### config.mk
export PLATFORM = sky130hd
export DESIGN_NAME = multicycle_controller
export DESIGN_NICKNAME = d
export VERILOG_FILES = /design/src/rtl/multicycle_controller.sv
export SDC_FILE = /design/constraint.sdc
export NUM_CORES = 1
export LEC_CHECK = 0
export ABC_AREA = 1
export CORE_MARGIN = 2
export CORE_UTILIZATION = 27
export DETAILED_ROUTE_END_ITERATION = 8
export HOLD_SLACK_MARGIN = 0.12
export PLACE_DENSITY_LB_ADDON = 0.3
export SETUP_SLACK_MARGIN = 0.4
export SYNTH_ARGS = -nofsm -noshare
export SYNTH_HDL_FRONTEND = slang
export SYNTH_SLANG_ARGS = --single-unit
export TNS_END_PERCENT = 100
### constraint.sdc
create_clock -name clk -period 2.17 [get_ports clk]
set_input_delay 0.434 -clock clk [delete_from_list [all_inputs] [get_ports clk]]
set_output_delay 0.434 -clock clk [all_outputs]
set_load 0.02 [all_outputs]
### src/rtl/multicycle_controller.sv
// Sequencing FSM for the multicycle RV32I datapath: memory handshake with timeout and illegal-opcode trap.
// Define MULDIV_EN to route M-extension R-type instructions through the EXECM wait state.
module multicycle_controller #(
  parameter int unsigned MEM_TIMEOUT = 255
) (
  input  logic       clk,
  input  logic       reset_n,
  input  logic [6:0] opcode,
  input  logic       funct7_b0,
  input  logic       take_branch,
  input  logic       mem_ready,
  input  logic       muldiv_done,
  output logic       PCWrite,
  output logic       IRWrite,
  output logic       RegWrite,
  output logic       MemWrite,
  output logic       AdrSrc,
  output logic [1:0] ALUSrcA,
  output logic [1:0] ALUSrcB,
  output logic [1:0] ResultSrc,
  output logic [1:0] ALUOp,
  output logic [2:0] ImmSrc,
  output logic       muldiv_start,
  output logic       illegal_instr,
  output logic [3:0] state_o
);

  typedef enum logic [3:0] {
    S_FETCH    = 4'd0,
    S_DECODE   = 4'd1,
    S_MEMADR   = 4'd2,
    S_MEMREAD  = 4'd3,
    S_MEMWB    = 4'd4,
    S_MEMWRITE = 4'd5,
    S_EXECR    = 4'd6,
    S_EXECI    = 4'd7,
    S_ALUWB    = 4'd8,
    S_BRANCH   = 4'd9,
    S_JAL      = 4'd10,
    S_JALR     = 4'd11,
    S_LINK     = 4'd12,
    S_LUI      = 4'd13,
    S_EXECM    = 4'd14,
    S_TRAP     = 4'd15
  } state_e;

  localparam logic [6:0] OP_LOAD   = 7'b0000011;
  localparam logic [6:0] OP_STORE  = 7'b0100011;
  localparam logic [6:0] OP_R      = 7'b0110011;
  localparam logic [6:0] OP_I      = 7'b0010011;
  localparam logic [6:0] OP_BRANCH = 7'b1100011;
  localparam logic [6:0] OP_JAL    = 7'b1101111;
  localparam logic [6:0] OP_JALR   = 7'b1100111;
  localparam logic [6:0] OP_LUI    = 7'b0110111;
  localparam logic [6:0] OP_AUIPC  = 7'b0010111;

  localparam int unsigned CNT_W = (MEM_TIMEOUT > 0) ? $clog2(MEM_TIMEOUT + 1) : 1;

  state_e           state_q, state_d;
  logic [CNT_W-1:0] cnt_q, cnt_d;
  logic             mem_wait;
  logic             timeout_hit;

  // A cycle spent in a memory-waiting state without completion.
  assign mem_wait = ((state_q == S_FETCH) || (state_q == S_MEMREAD) || (state_q == S_MEMWRITE))
                    && !mem_ready;
  assign timeout_hit = (MEM_TIMEOUT != 0) && mem_wait
                       && (cnt_q == CNT_W'(MEM_TIMEOUT - 1));

  // NOTE: every signal written in always_comb gets a default first so no latch is inferred.
  always_comb begin
    state_d = state_q;
    unique case (state_q)
      S_FETCH:    if (mem_ready) state_d = S_DECODE;
      S_DECODE: begin
        unique case (opcode)
          OP_LOAD, OP_STORE: state_d = S_MEMADR;
          OP_R: begin
`ifdef MULDIV_EN
            state_d = funct7_b0 ? S_EXECM : S_EXECR;
`else
            state_d = funct7_b0 ? S_TRAP : S_EXECR;
`endif
          end
          OP_I:      state_d = S_EXECI;
          OP_BRANCH: state_d = S_BRANCH;
          OP_JAL:    state_d = S_JAL;
          OP_JALR:   state_d = S_JALR;
          OP_LUI:    state_d = S_LUI;
          OP_AUIPC:  state_d = S_ALUWB;
          default:   state_d = S_TRAP;
        endcase
      end
      S_MEMADR:   state_d = (opcode == OP_LOAD) ? S_MEMREAD : S_MEMWRITE;
      S_MEMREAD:  if (mem_ready) state_d = S_MEMWB;
      S_MEMWB:    state_d = S_FETCH;
      S_MEMWRITE: if (mem_ready) state_d = S_FETCH;
      S_EXECR:    state_d = S_ALUWB;
      S_EXECI:    state_d = S_ALUWB;
      S_ALUWB:    state_d = S_FETCH;
      S_BRANCH:   state_d = S_FETCH;
      S_JAL:      state_d = S_ALUWB;
      S_JALR:     state_d = S_LINK;
      S_LINK:     state_d = S_ALUWB;
      S_LUI:      state_d = S_ALUWB;
      S_EXECM: begin
`ifdef MULDIV_EN
        if (muldiv_done) state_d = S_ALUWB;
`else
        state_d = S_TRAP;
`endif
      end
      S_TRAP:     state_d = S_TRAP;
      default:    state_d = S_TRAP;
    endcase
    if (timeout_hit) state_d = S_TRAP;
  end

  always_comb begin
    cnt_d = cnt_q;
    if (state_d != state_q) cnt_d = '0;
    else if (mem_wait)      cnt_d = cnt_q + 1'b1;
  end

  // NOTE: state registers use non-blocking assignments so every flop samples pre-edge values.
  always_ff @(posedge clk) begin
    if (!reset_n) begin
      state_q <= S_FETCH;
      cnt_q   <= '0;
    end else begin
      state_q <= state_d;
      cnt_q   <= cnt_d;
    end
  end

`ifdef MULDIV_EN
  logic execm_seen_q;

  always_ff @(posedge clk) begin
    if (!reset_n) execm_seen_q <= 1'b0;
    else          execm_seen_q <= (state_q == S_EXECM);
  end

  assign muldiv_start = reset_n && (state_q == S_EXECM) && !execm_seen_q;
`else
  logic unused_muldiv;
  assign unused_muldiv = &{1'b0, muldiv_done};
  assign muldiv_start  = 1'b0;
`endif

  always_comb begin
    PCWrite       = 1'b0;
    IRWrite       = 1'b0;
    RegWrite      = 1'b0;
    MemWrite      = 1'b0;
    AdrSrc        = 1'b0;
    ALUSrcA       = 2'b00;
    ALUSrcB       = 2'b00;
    ResultSrc     = 2'b00;
    ALUOp         = 2'b00;
    illegal_instr = 1'b0;
    unique case (state_q)
      S_FETCH: begin
        ALUSrcB   = 2'b10;
        ResultSrc = 2'b10;
        IRWrite   = mem_ready;
        PCWrite   = mem_ready;
      end
      S_DECODE: begin
        ALUSrcA = 2'b01;
        ALUSrcB = 2'b01;
      end
      S_MEMADR: begin
        ALUSrcA = 2'b10;
        ALUSrcB = 2'b01;
      end
      S_MEMREAD:  AdrSrc = 1'b1;
      S_MEMWB: begin
        ResultSrc = 2'b01;
        RegWrite  = 1'b1;
      end
      S_MEMWRITE: begin
        AdrSrc   = 1'b1;
        MemWrite = 1'b1;
      end
      S_EXECR, S_EXECM: begin
        ALUSrcA = 2'b10;
        ALUOp   = 2'b10;
      end
      S_EXECI: begin
        ALUSrcA = 2'b10;
        ALUSrcB = 2'b01;
        ALUOp   = 2'b10;
      end
      S_ALUWB:    RegWrite = 1'b1;
      S_BRANCH: begin
        ALUSrcA = 2'b10;
        ALUOp   = 2'b01;
        PCWrite = take_branch;
      end
      S_JAL: begin
        ALUSrcA = 2'b01;
        ALUSrcB = 2'b10;
        PCWrite = 1'b1;
      end
      S_JALR: begin
        ALUSrcA   = 2'b10;
        ALUSrcB   = 2'b01;
        ResultSrc = 2'b10;
        PCWrite   = 1'b1;
      end
      S_LINK: begin
        ALUSrcA = 2'b01;
        ALUSrcB = 2'b10;
      end
      S_LUI: begin
        ALUSrcA = 2'b11;
        ALUSrcB = 2'b01;
      end
      S_TRAP:     illegal_instr = 1'b1;
      default:    illegal_instr = 1'b1;
    endcase
    // Write strobes must never fire while the core is held in reset.
    if (!reset_n) begin
      PCWrite  = 1'b0;
      IRWrite  = 1'b0;
      RegWrite = 1'b0;
      MemWrite = 1'b0;
    end
  end

  always_comb begin
    ImmSrc = 3'b000;
    unique case (opcode)
      OP_STORE:          ImmSrc = 3'b001;
      OP_BRANCH:         ImmSrc = 3'b010;
      OP_JAL:            ImmSrc = 3'b011;
      OP_LUI, OP_AUIPC:  ImmSrc = 3'b100;
      default:           ImmSrc = 3'b000;
    endcase
  end

  assign state_o = state_q;

endmodule

---- Yosys cells after proc, flatten, opt, wreduce, memory -nomap -nowiden ----
Index checks and enable logic that the tools add are counted.
W data, S select, Z words.
word-level totals
  bits in registers ....................... 12
  bits of input ports ..................... 13
  word-level logic and storage cells ...... 74
operators by class
  reduce and logical (&&, ||, !) cells .... 21
  eq/ne operators ......................... 26
  bitwise operators ....................... 1
  mux-type cells .......................... 23
  $add $sub $neg .......................... 1
operators with widths
  cell                   number
  $pmux W4 S9            1
  $eq A4 B4 Y1 const B   8
  $pmux W4 S8            1
  $eq A7 B6 Y1 const B   3
  $eq A7 B7 Y1 const B   3
  $mux W4                5
  $eq A4 B3 Y1 const B   4
  $reduce_or A2 Y1       8
  $eq A7 B5 Y1 const B   2
  $pmux W2 S2            3
  $pmux W3 S4            1
  $reduce_or A3 Y1       4
  $reduce_or A5 Y1       2
  $mux W1                9
  $add A8 B1 Y8 const B  1
  $eq A4 B2 Y1 const B   2
  $eq A8 B8 Y1 const B   1
  $eq A7 B2 Y1 const B   1
  $pmux W2 S3            1
  $reduce_or A6 Y1       1
  $eq A4 B1 Y1 const B   1
  $logic_not A4 Y1       1
  $ne A4 B4 Y1           1
  $mux W3                1
  5 further kinds        7

---- Depth between registers and ports, before layout ----
  word-level depth ........................ 8
  gate-level depth with buffers ........... 15

---- Worst setup path before layout ----
OpenSTA, ideal clock, no wires.
  path type ............................... register to output
  start ................................... reg state_q[0] (netlist: state_o[0])
  end ..................................... out PCWrite
  data arrival time ....................... 1.743 ns
  setup slack ............................. -0.007 ns
  cell stages (with the launch flop) ...... 5
  data required time ...................... 1.736 ns
  path through ............................ dfxtp_1 -> nand2_2 -> nor3_1 -> nand2_1 -> a41oi_1
between the ends
  cells in the longest elaborated chain, start to end .. 4
  elaborated cells on any way between the ends .. 7
RTL lines
  element                     line  text
  start: declaration          59    state_e state_q, state_d;
  start signal: assignment    131   state_q <= state_d;
  $eq A4 B4 Y1                162   unique case (state_q)
  $reduce_or A2 Y1 (no line)  -
  $pmux W1 S3 (*)             162
  $mux W1 (*)                 224   if (!reset_n) begin
  end: declaration            13    output logic PCWrite,
Every way passes the cells marked *; elsewhere a longest branch is shown, timed or not.

---- Worst setup path after layout ----
  start ................................... reg state_q[3] (netlist: state_o[3])
  end ..................................... out ALUSrcA[0]
between the ends
  cells in the longest elaborated chain, start to end .. 3
  elaborated cells on any way between the ends .. 13
RTL lines
  element                                                                line  text
  $eq A4 B4 Y1, or another cell as far along                             162
  $reduce_or A6 Y1 (no line) / $reduce_or A3 Y1 (equally long branches)  -
  $pmux W2 S3 (*)                                                        162
  end: declaration                                                       18    output logic [1:0] ALUSrcA,
Marks and branches as above.

==> flow_summary.toml <==
[run_status]
outcome = "finished clean"

[yosys]
postSynthAreaPerCell_um2 = 6.12
synth.largest_area_cell = "dfxtp_1"
synth_top_area_share_pct = 19.6
yosys-top-cells-area = "dfxtp_1 20%, nand2_1 13%, inv_1 11%"
seq_area_frac_synth_pct = 19.6
synth_area_mm2 = 0.00122
ys_ff_latch = 12
ys_warn_count = 0
syn_inst = 200
yosysUniqueCellTypes = 34
synth_fp_nets = 215

[cts]
cts.htree.levels = 1
cts_tree = "built"
clk_path_buf_depth = 2
clkTransAtPathRegs_ns = 0.05
root_buffer = "clkbuf_8"
hold_buffers = 0
cts_sinks = 12
clock_latency_ns = 0.24
cts_buffers = 3

[floorplan]
die_area_mm2 = 0.00509
num_io_pins = 35
fp-row-count = 24
die_y_um = 71.4
start_util_pct = 28.1
core_mm2 = 0.00435
die_w_um = 71.4

[routing]
viasPerCell = 4.47
drt_first_iter_violations = 76
vias = 1502
wl_per_cell_um = 11.3
antenna_left = 0
wirelength_mm = 3.80
drcViolationCount = 0
first_pass_iters = 4

[run]
maxCapViolCount = 0

[critical_path]
worst-setup-path-type = "flip-flop to primary output"
crit_path_max_fanout = 4
max_stage_delay_ns = 0.36
cp.required_ns = 1.74
startpoint_type = "flip-flop"
cp_slowest_cell = "dfxtp_4"
critPathCaptureType = "primary output"
crit_chain = "buf_6 > nor2_4 > buf_4 > inv_1 > nor2_4 > a21oi_1 > nand2_1 > buf_4"
crit_arrival_ns = 1.44

[timing]
hold_viol_final = 0
rsz0062_at_grt = "true"
setup_violations = 0
period_minus_slack_ns = 1.87
max_freq_mhz = 535
clock_skew_ns = 0.00484
finalSetupTns_ns = 0
report.final.slew_viol_count = 0
fin_hold_ws_ns = 0.578
period_share_pct = 86.2

[layout]
fillers = 404
seq_area_um2 = 255
nets = 301
drive_gt1_share_pct = 54.2
area_growth_syn_to_layout_pct = 75.9
diodes = 0
multi_input_area_um2 = 992
utilization_pct = 49.5

[grt]
antenna_found_initial = 0
first_global_vias = 1413
gr-total-overflow = 0
grt_max_degree = 9
grt_util_all_layers_pct = 14.8
grt_pass1_wl_mm = 6.15

[place]
gp_congestion = 0.857
io_buffer_count = 32
dp_hpwl_mm = 2.60

[hold_path]
hold_path_class = "flip-flop to flip-flop"

[power]
p_leak_nw = 1.15
power_density_mw_per_mm2 = 1110
ir_worst_vdd_mv = 0.677
==> final timing paths <==
kind,from,endpoint,slack [ns],cells after the start
setup / recovery,state_o[3]$_SDFF_PN0_,ALUSrcA[0],0.30,8
hold / removal,cnt_q[7]$_SDFFE_PP0P_,cnt_q[7]$_SDFFE_PP0P_,0.58,2
setup reg to reg,state_o[3]$_SDFF_PN0_,cnt_q[7]$_SDFFE_PP0P_,0.32,12
hold reg to reg,cnt_q[7]$_SDFFE_PP0P_,cnt_q[7]$_SDFFE_PP0P_,0.58,2
==> cell families after synthesis <==
logic type / Yosys count / share of synthesized area [%]
and+or+nand+nor: 117 / 48.5
AOI/OAI and AO/OA: 19 / 10.9
adders and majority gates: 2 / 2.04
DFF: 12 / 19.6
xor gates and xnor gates: 7 / 5.01
other: 1 / 0.306
buffers and inverters: 42 / 13.6
==> final cells by class <==
cell class / count / area share (%)
clock buffers: 3 / 1.92
inverters: 40 / 7.26
multi-input cells: 146 / 46.1
flip-flops and latches: 12 / 11.8
well taps: 52 / 3.02
repair buffers: 83 / 29.9
==> report_power, final <==
group	switching, mW	internal [mW]
combinational	0.965	0.861
sequential	0.0900	0.278
clock	0.0780	0.122
==> metrics by stage <==
stage / power (mW) / setup slack (ns) / instance area [um2] / instances
2_1_floorplan: 1.15 / 0.346 / 1250 / 200
3_3_place_gp: 1.69 / -0.270 / 1820 / 309
3_5_place_dp: 1.69 / -0.283 / 1820 / 309
4_1_cts: 2.19 / 0.199 / 2060 / 329
5_1_grt: 2.56 / 0.209 / 2150 / 336
6_report: 2.39 / 0.299 / 2150 / 336
==> cells in the mapped netlist (all sizes together) <==
cell type and number:
dfxtp 12, o21bai 1, a41oi 1, nor2 39, inv 39, nand4 5
a21boi 1, nand2 52, xor2 3, buf 2, ha 2, nand3 15
clkinv 1, nand3b 1, conb 1, nor3 5, o21ai 5, o41ai 1
o221ai 1, o211ai 3, a21o 1, xnor2 4, a31oi 1, a21oi 4
==> worst max-delay path, delay by kind of cell, from the launching register on <==
family          cells  cell delay [ns]
simple gates        3             0.17
compound gates      1             0.16
flops               1             0.36
buf+inv             4             0.50
==> placed cells by master (no fill, tap or decap), drive strengths merged <==
| cell | netlist | layout |
|---|---|---|
| a21boi | 1 | 1 |
| a21o | 1 | 1 |
| a21oi | 4 | 4 |
| a31oi | 1 | 1 |
| a41oi | 1 | 1 |
| buf | 2 | 71 |
| clkbuf | 0 | 6 |
| clkdlybuf4s50 | 0 | 5 |
| clkinv | 1 | 1 |
| conb | 1 | 1 |
| dfxtp | 12 | 12 |
| dlygate4sd2 | 0 | 4 |
| ha | 2 | 2 |
| inv | 39 | 39 |
| nand2 | 52 | 52 |
| nand3 | 15 | 15 |
| nand3b | 1 | 1 |
| nand4 | 5 | 5 |
| nor2 | 39 | 39 |
| nor3 | 5 | 5 |
| o211ai | 3 | 3 |
| o21ai | 5 | 5 |
| o21bai | 1 | 1 |
| o221ai | 1 | 1 |
| o41ai | 1 | 1 |
| xnor2 | 4 | 4 |
| xor2 | 3 | 3 |
==> layer usage <==
layer	up-vias	GRT usage, %	wire length [um]
li1	795	-	-
met1	668	19.7	1670
met2	37	25.7	1940
met3	2	1.83	169
met4	0	3.14	17
met5	-	0	0
==> flip-flops by register name, summed over array words and instances, names as in the netlist <==
| signal | cells |
|---|---|
| cnt_q | 8 |
| state_o | 4 |
==> timing repair <==
action                                  in CTS  in global routing
buffers inserted                            17                  7
hold endpoints to repair                     0                  0
gates resized for setup                    134                 36
pin swaps                                   28                 20
endpoints found under the setup margin      31                 22
Power figures use the tool's default switching activity.
